## config.mk

```make
export PLATFORM = sky130hd
export DESIGN_NAME = mult_share_sched_flat
export DESIGN_NICKNAME = d
export VERILOG_FILES = /design/src/rtl/mult_share_sched_if.sv /design/src/rtl/mult_share_sched.sv /design/src/flat_wrapper.sv
export SDC_FILE = /design/constraint.sdc
export NUM_CORES = 1
export LEC_CHECK = 0
export ABC_AREA = 0
export BUFFER_PORTS_ARGS = -buffer_cell sky130_fd_sc_hd__buf_2
export CAP_MARGIN = 20
export CORE_AREA = 2 2 186 188
export CTS_BUF_LIST = sky130_fd_sc_hd__clkbuf_2 sky130_fd_sc_hd__clkbuf_4 sky130_fd_sc_hd__clkbuf_8
export DETAILED_ROUTE_END_ITERATION = 7
export DIE_AREA = 0 0 188 190
export GPL_ROUTABILITY_DRIVEN = 0
export SLEW_MARGIN = 10
export SYNTH_ARGS = -nofsm -noshare
export SYNTH_HDL_FRONTEND = slang
export SYNTH_SLANG_ARGS = --single-unit
```

## constraint.sdc

```tcl
create_clock -name clk_i -period 5.4 [get_ports clk_i]
set_input_delay 1.08 -clock clk_i [delete_from_list [all_inputs] [get_ports clk_i]]
set_output_delay 1.08 -clock clk_i [all_outputs]
set_load 0.02 [all_outputs]
```

## src/rtl/mult_share_sched_if.sv

```systemverilog
// Handshake bundle between the issuing lanes, the scheduler and the shared
// combinational multiplier unit.
//   req_valid/req_ready : per-requester operand handshake (ready is one-hot)
//   req_a/req_b         : operands, requester i in element [i]
//   mul_a/mul_b/mul_y   : operands to / product from the multiplier unit
//   rsp_*               : single response channel (product + owner ID)
// master = lanes + multiplier unit + response consumer, slave = scheduler.
interface mult_share_sched_if #(
    parameter int NREQ = 4,
    parameter int W    = 32,
    parameter int IDW  = 2
);
    logic [NREQ-1:0]         req_valid;
    logic [NREQ-1:0]         req_ready;
    logic [NREQ-1:0][W-1:0]  req_a;
    logic [NREQ-1:0][W-1:0]  req_b;
    logic [W-1:0]            mul_a;
    logic [W-1:0]            mul_b;
    logic [2*W-1:0]          mul_y;
    logic                    rsp_valid;
    logic                    rsp_ready;
    logic [IDW-1:0]          rsp_id;
    logic [2*W-1:0]          rsp_y;

    modport master (
        output req_valid, req_a, req_b, mul_y, rsp_ready,
        input  req_ready, mul_a, mul_b, rsp_valid, rsp_id, rsp_y
    );

    modport slave (
        input  req_valid, req_a, req_b, mul_y, rsp_ready,
        output req_ready, mul_a, mul_b, rsp_valid, rsp_id, rsp_y
    );
endinterface

```

## src/rtl/mult_share_sched.sv

```systemverilog
// Round-robin scheduler sharing one combinational multiplier among NREQ
// requesters. One operation in flight at a time: IDLE accepts, ISSUE drives
// the unit for one cycle and captures its product, RESP holds the response
// until the consumer takes it. Zero operands skip ISSUE.
//   clk_i      : clock
//   rst_ni     : synchronous active-low reset
//   bus        : request / multiplier / response bundle (slave side)
//   busy_o     : high whenever not IDLE
//   op_count_o : completed responses, saturating
module mult_share_sched #(
    parameter int NREQ = 4,
    parameter int W    = 32,
    parameter int IDW  = 2,
    parameter int CNTW = 16
) (
    input  logic             clk_i,
    input  logic             rst_ni,
    mult_share_sched_if.slave bus,
    output logic             busy_o,
    output logic [CNTW-1:0]  op_count_o
);
    localparam logic [1:0] S_IDLE  = 2'd0;
    localparam logic [1:0] S_ISSUE = 2'd1;
    localparam logic [1:0] S_RESP  = 2'd2;

    logic [1:0]     state_q, state_d;
    logic [IDW-1:0] rr_q, rr_d;
    logic [W-1:0]   opa_q, opa_d, opb_q, opb_d;
    logic           vld_q, vld_d;
    logic [IDW-1:0] id_q, id_d;
    logic [2*W-1:0] y_q, y_d;
    logic [CNTW-1:0] cnt_q, cnt_d;

    logic           gnt_found;
    logic [IDW-1:0] gnt_idx;

    // First valid requester at or after rr_q, wrapping modulo NREQ.
    always_comb begin : arbiter
        int             j;
        logic [IDW-1:0] jj;
        gnt_found = 1'b0;
        gnt_idx   = '0;
        j         = 0;
        jj        = '0;
        for (int k = 0; k < NREQ; k++) begin
            j = int'(rr_q) + k;
            if (j >= NREQ) j = j - NREQ;
            jj = IDW'(j);
            if (!gnt_found && bus.req_valid[jj]) begin
                gnt_found = 1'b1;
                gnt_idx   = jj;
            end
        end
    end

    // Ready is masked during reset so a request seen then is never treated
    // as accepted by the lane.
    assign bus.req_ready = (rst_ni && state_q == S_IDLE && gnt_found)
                         ? (NREQ'(1) << gnt_idx) : '0;

    // The unit only sees operands during ISSUE; a zero bypass never drives it.
    assign bus.mul_a     = (state_q == S_ISSUE) ? opa_q : '0;
    assign bus.mul_b     = (state_q == S_ISSUE) ? opb_q : '0;
    assign bus.rsp_valid = vld_q;
    assign bus.rsp_id    = id_q;
    assign bus.rsp_y     = y_q;
    assign busy_o        = (state_q != S_IDLE);
    assign op_count_o    = cnt_q;

    always_comb begin
        state_d = state_q;
        rr_d    = rr_q;
        opa_d   = opa_q;
        opb_d   = opb_q;
        vld_d   = vld_q;
        id_d    = id_q;
        y_d     = y_q;
        cnt_d   = cnt_q;
        case (state_q)
            S_IDLE: begin
                if (gnt_found) begin
                    opa_d = bus.req_a[gnt_idx];
                    opb_d = bus.req_b[gnt_idx];
                    id_d  = gnt_idx;
                    if (bus.req_a[gnt_idx] == '0 || bus.req_b[gnt_idx] == '0) begin
                        y_d     = '0;
                        vld_d   = 1'b1;
                        state_d = S_RESP;
                    end else begin
                        state_d = S_ISSUE;
                    end
                end
            end
            S_ISSUE: begin
                y_d     = bus.mul_y;
                vld_d   = 1'b1;
                state_d = S_RESP;
            end
            S_RESP: begin
                if (vld_q && bus.rsp_ready) begin
                    vld_d   = 1'b0;
                    cnt_d   = (&cnt_q) ? cnt_q : cnt_q + 1'b1;
                    // Next search starts just past the requester we served.
                    rr_d    = (id_q == IDW'(NREQ - 1)) ? '0 : id_q + 1'b1;
                    state_d = S_IDLE;
                end
            end
            default: state_d = S_IDLE;
        endcase
    end

    always_ff @(posedge clk_i) begin
        if (!rst_ni) begin
            state_q <= S_IDLE;
            rr_q    <= '0;
            opa_q   <= '0;
            opb_q   <= '0;
            vld_q   <= 1'b0;
            id_q    <= '0;
            y_q     <= '0;
            cnt_q   <= '0;
        end else begin
            state_q <= state_d;
            rr_q    <= rr_d;
            opa_q   <= opa_d;
            opb_q   <= opb_d;
            vld_q   <= vld_d;
            id_q    <= id_d;
            y_q     <= y_d;
            cnt_q   <= cnt_d;
        end
    end
endmodule

```

## src/flat_wrapper.sv

```systemverilog
// flat-port wrapper written by rule: the top's interface ports become plain ports
module mult_share_sched_flat 
#(
    parameter int NREQ = 4,
    parameter int W    = 32,
    parameter int IDW  = 2,
    parameter int CNTW = 16
)
  (clk_i, rst_ni, busy_o, op_count_o, bus_req_valid, bus_req_a, bus_req_b, bus_mul_y, bus_rsp_ready, bus_req_ready, bus_mul_a, bus_mul_b, bus_rsp_valid, bus_rsp_id, bus_rsp_y);
  mult_share_sched_if #(.NREQ(NREQ), .W(W), .IDW(IDW)) bus_i ();
  input  logic clk_i;
  input  logic rst_ni;
  output logic busy_o;
  output logic [CNTW-1:0] op_count_o;
  input wire logic [$bits(bus_i.req_valid)-1:0] bus_req_valid;
  input wire logic [$bits(bus_i.req_a)-1:0] bus_req_a;
  input wire logic [$bits(bus_i.req_b)-1:0] bus_req_b;
  input wire logic [$bits(bus_i.mul_y)-1:0] bus_mul_y;
  input wire logic [$bits(bus_i.rsp_ready)-1:0] bus_rsp_ready;
  output wire logic [$bits(bus_i.req_ready)-1:0] bus_req_ready;
  output wire logic [$bits(bus_i.mul_a)-1:0] bus_mul_a;
  output wire logic [$bits(bus_i.mul_b)-1:0] bus_mul_b;
  output wire logic [$bits(bus_i.rsp_valid)-1:0] bus_rsp_valid;
  output wire logic [$bits(bus_i.rsp_id)-1:0] bus_rsp_id;
  output wire logic [$bits(bus_i.rsp_y)-1:0] bus_rsp_y;
  assign bus_i.req_valid = bus_req_valid;
  assign bus_i.req_a = bus_req_a;
  assign bus_i.req_b = bus_req_b;
  assign bus_i.mul_y = bus_mul_y;
  assign bus_i.rsp_ready = bus_rsp_ready;
  assign bus_req_ready = bus_i.req_ready;
  assign bus_mul_a = bus_i.mul_a;
  assign bus_mul_b = bus_i.mul_b;
  assign bus_rsp_valid = bus_i.rsp_valid;
  assign bus_rsp_id = bus_i.rsp_id;
  assign bus_rsp_y = bus_i.rsp_y;
  mult_share_sched #(.NREQ(NREQ), .W(W), .IDW(IDW), .CNTW(CNTW)) u_core (.clk_i(clk_i), .rst_ni(rst_ni), .bus(bus_i), .busy_o(busy_o), .op_count_o(op_count_o));
endmodule
```

==> results by group <==
Setup path
  – Worst r2r src: u_core.rr_q[1]
  – Reg2Reg Depth: 11
  – Setup CP Type: in -> reg
  – Setup crit end kind: flop
  – Worst setup SP type: primary input
  – Crit path required time: between 5000 and 6000 ps
  – Worst Path Max Fanout: 64
  – Register-to-register setup slack: around 1100 ps
  – Reg2reg end: u_core.bus.rsp_y[8]
  – Arr. time, crit path: around 4900 ps

Global routing
  – GR Util met1: 22.40%
  – GRT overflow: 0
  – First-pass GRT wire length: roughly 55000 µm
  – Largest net degree at the start of global routing: between 100 and 150
  – Initial antenna violation count: 16
  – GR Layer Usage met2: approximately a third
  – Met3 Use GR: ~6.8%
  – Busiest grt layer: met2
  – Vias in the first global route: roughly 9400
  – GR Util All Layers: approximately 20%

Layout
  – Area grow syn2layout: 38.60%
  – Cell area after layout: about 12000 µm²
  – Fillers: roughly 3600
  – Fin cells: around 1900
  – Nets: 1796
  – Share of layout cells above drive strength 1: a little over a third

Synthesis
  – Post-synth EDFFs: 0
  – Yosys reg bits: 151
  – Mux share of post-synthesis cell area: between 7 and 8%
  – Synth Area in Adders: less than 1%
  – Post-Syn Area: ~8500 µm²
  – Synthesized Nets: 1385
  – Largest cells by area after synthesis: dfxtp_1 36%, a211oi_1 11%, and3_1 9.5%
  – Sequential-to-total area share from yosys stat: a little over a third
  – Largest family of logic cells by synthesized area: simple AND/OR/NAND/NOR gates
  – Dominant synthesized flop cell: dfxtp_1
  – Cells after Synth: about 1100
  – Compound-Gate Fraction of Synth Area: 19.56%
  – Post-synth top area cell: dfxtp_1
  – Simple logic cell fraction of the synthesized area: a little over 30%
  – Post-synthesis cell type count: 40
  – Post-Synth XOR/XNOR Area: ~1.0%
  – Syn avg cell area: approximately 8 µm²
  – Top cell type's share of synthesized area: a little over a third
  – Yosys warnings: 0
  – Asr flop ratio synth: 0%

Power and ir drop
  – Leakage: 0.005606 µW
  – Power, Total: 3097 µW
  – PwrDens: ~260 nW/µm²
  – Worst VDD drop: around 130 µV

STA
  – Slew Viols, Final: 0
  – Worst Tran Pin Value: roughly 1100 ps
  – Slew HR: 27.32%
  – Tcrit/Tclk final: a little over four fifths
  – Final setup viols: 0
  – FMAX: approximately 220 MHz
  – Unrepaired setup endpoints after global routing: no
  – Minimum clock period: ~4600 ps
  – WHS: around 450 ps
  – Final clock skew: between 20 and 25 ps
  – Final Hold Vio Count: 0
  – Setup TNS: 0 ps

Die
  – Die H: around 190 µm
  – Starting Density: approximately 25%
  – Row cnt: between 60 and 70
  – Die Area: roughly 36000 µm²
  – CORE AREA: between 30000 and 40000 µm²
  – Ports: between 400 and 500
  – Die Span X: approximately 190 µm

Clocking
  – Clk sinks: 151
  – Clock tree buffer depth: 2
  – Post-CTS Hold Buffers: 0
  – Root Buffer: clkbuf_8
  – Num CTS Buffers: 17
  – Post-CTS Setup Bufs: 0
  – Skew-Pair Late Insertion Delay: around 470 ps
  – CTS HTree Levels: 4
  – CTS tree: done
  – Post-CTS resize count: 0
  – Worst-path clk slew: approximately 90 ps

Placement
  – HPWL after DPL: roughly 29000 µm
  – Port buffer count: 478
  – Post-Place Cells: 1903
  – Placement Cell Area: 11320 µm²

Route
  – DRT iter0 DRCs: about 450
  – DRT antenna net count: 0
  – Number of remaining DRC errors: 0
  – DRT Pass-1 Iters: 5
  – Routed Wire Length: 36870 µm
  – Drt wl/cell: around 19 µm
  – Vias/cell: 4.998
  – Vias: 9697

Hold path
  – Worst hold path cell count: 2
  – Worst hold path type: reg -> reg
  – Min-delay src: u_core.opb_q[3]
  – Hold EP: u_core.opb_q[3]

Job
  – Max Cap Violations: 0

Run status
  – Status: finished clean
[routing by layer]
metal | routed length [µm] | part of all wire, %
met5 | 116 | 0.31
met4 | 1260 | 3.4
met3 | 3151 | 8.5
met2 | 17690 | 48
met1 | 14650 | 40
[worst max-delay path: stages]
cell and delay (ps):
buf_2 190, nor2b_1 100, a211o_4 440, buf_4 300, and3_1 260, a211oi_1 370
o22ai_1 280, or4_1 540, or4_1 640, a21oi_4 230, buf_12 290, nor3_1 100
[where the power goes]
group | switching [µW] | total, µW | internal (µW)
sequential | 51.0 | 1270 | 1220
combinational | 533 | 898 | 366
clock | 534 | 928 | 394
[area by class of cell]
class                           instances  area [µm²]  share of cell area [%]
Sequential cell                       151        3023                   25.75
Multi-Input combinational cell        793        5074                   43.22
Timing Repair Buffer                  499        2633                   22.43
Inverter                                5       21.27                  0.1812
Tap cell                              455       569.3                   4.850
Clock buffer                           17       234.0                   1.993
Clock inverter                         15       172.7                   1.471
Antenna cell                            5       12.51                  0.1066
[placed cells by master, fill, tap and decap left out, drive strengths merged, types with 32 or more instances in the layout]
master | synthesis | final
and3 | 129 | 129
buf | 16 | 499
a21oi | 75 | 75
o22ai | 32 | 32
dfxtp | 151 | 151
nand2 | 77 | 77
and2 | 66 | 66
nor3 | 71 | 71
or3 | 68 | 68
a211oi | 128 | 128
mux2i | 65 | 65
[logic make-up (layout without fill, tap and decap cells)]
| group | count (synthesis) | in the layout |
|---|---|---|
| compound gates | 251 | 251 |
| simple gates | 465 | 465 |
| buf+inv | 112 | 536 |
| xor+xnor | 10 | 10 |
| flops | 151 | 151 |
| mux | 65 | 65 |
| other cells | 0 | 5 |
| fa+ha+maj | 2 | 2 |
[metrics by stage]
step	utilization, %	setup slack, ps
global placement	33.26	371.0
floorplan	-	1287
CTS	34.54	859.2
detailed placement	33.34	344.0
finish	34.58	834.1
global route	34.56	633.9
[synthesized netlist by cell type, types with 10 or more instances]
cell	count
mux2i_1	65
and3_1	129
a21oi_1	74
nand3_1	12
or4_1	10
o22ai_1	32
nor3_1	71
dfxtp_1	151
and2_1	66
nand2_1	77
nor2_1	19
a211oi_1	128
or3_1	68
clkbuf_1	91
[flip-flops by register name, summed over array words and instances, names as in the netlist]
register,count
u_core.bus.rsp_valid,1
u_core.op_count_o,16
u_core.bus.rsp_id,2
u_core.bus.rsp_y,64
u_core.opb_q,32
u_core.state_q,2
u_core.opa_q,32
u_core.rr_q,2
[worst max path at each step]
| stage | from | endpoint | slack [ps] | cells past startpoint |
|---|---|---|---|---|
| final | bus_req_valid[1] | u_core.bus.rsp_y[8] | 830 | 12 |
| after floorplan | bus_req_valid[2] | u_core.bus.rsp_y[10] | 1290 | 12 |
| after detailed placement | bus_req_valid[1] | u_core.bus.rsp_y[8] | 340 | 12 |
| after global routing | bus_req_valid[1] | u_core.bus.rsp_y[8] | 630 | 12 |
| after CTS | bus_req_valid[1] | u_core.bus.rsp_y[8] | 860 | 12 |
| after global placement | bus_req_valid[1] | u_core.bus.rsp_y[42] | 370 | 12 |
Note: power is estimated with default switching activity, not from simulation.
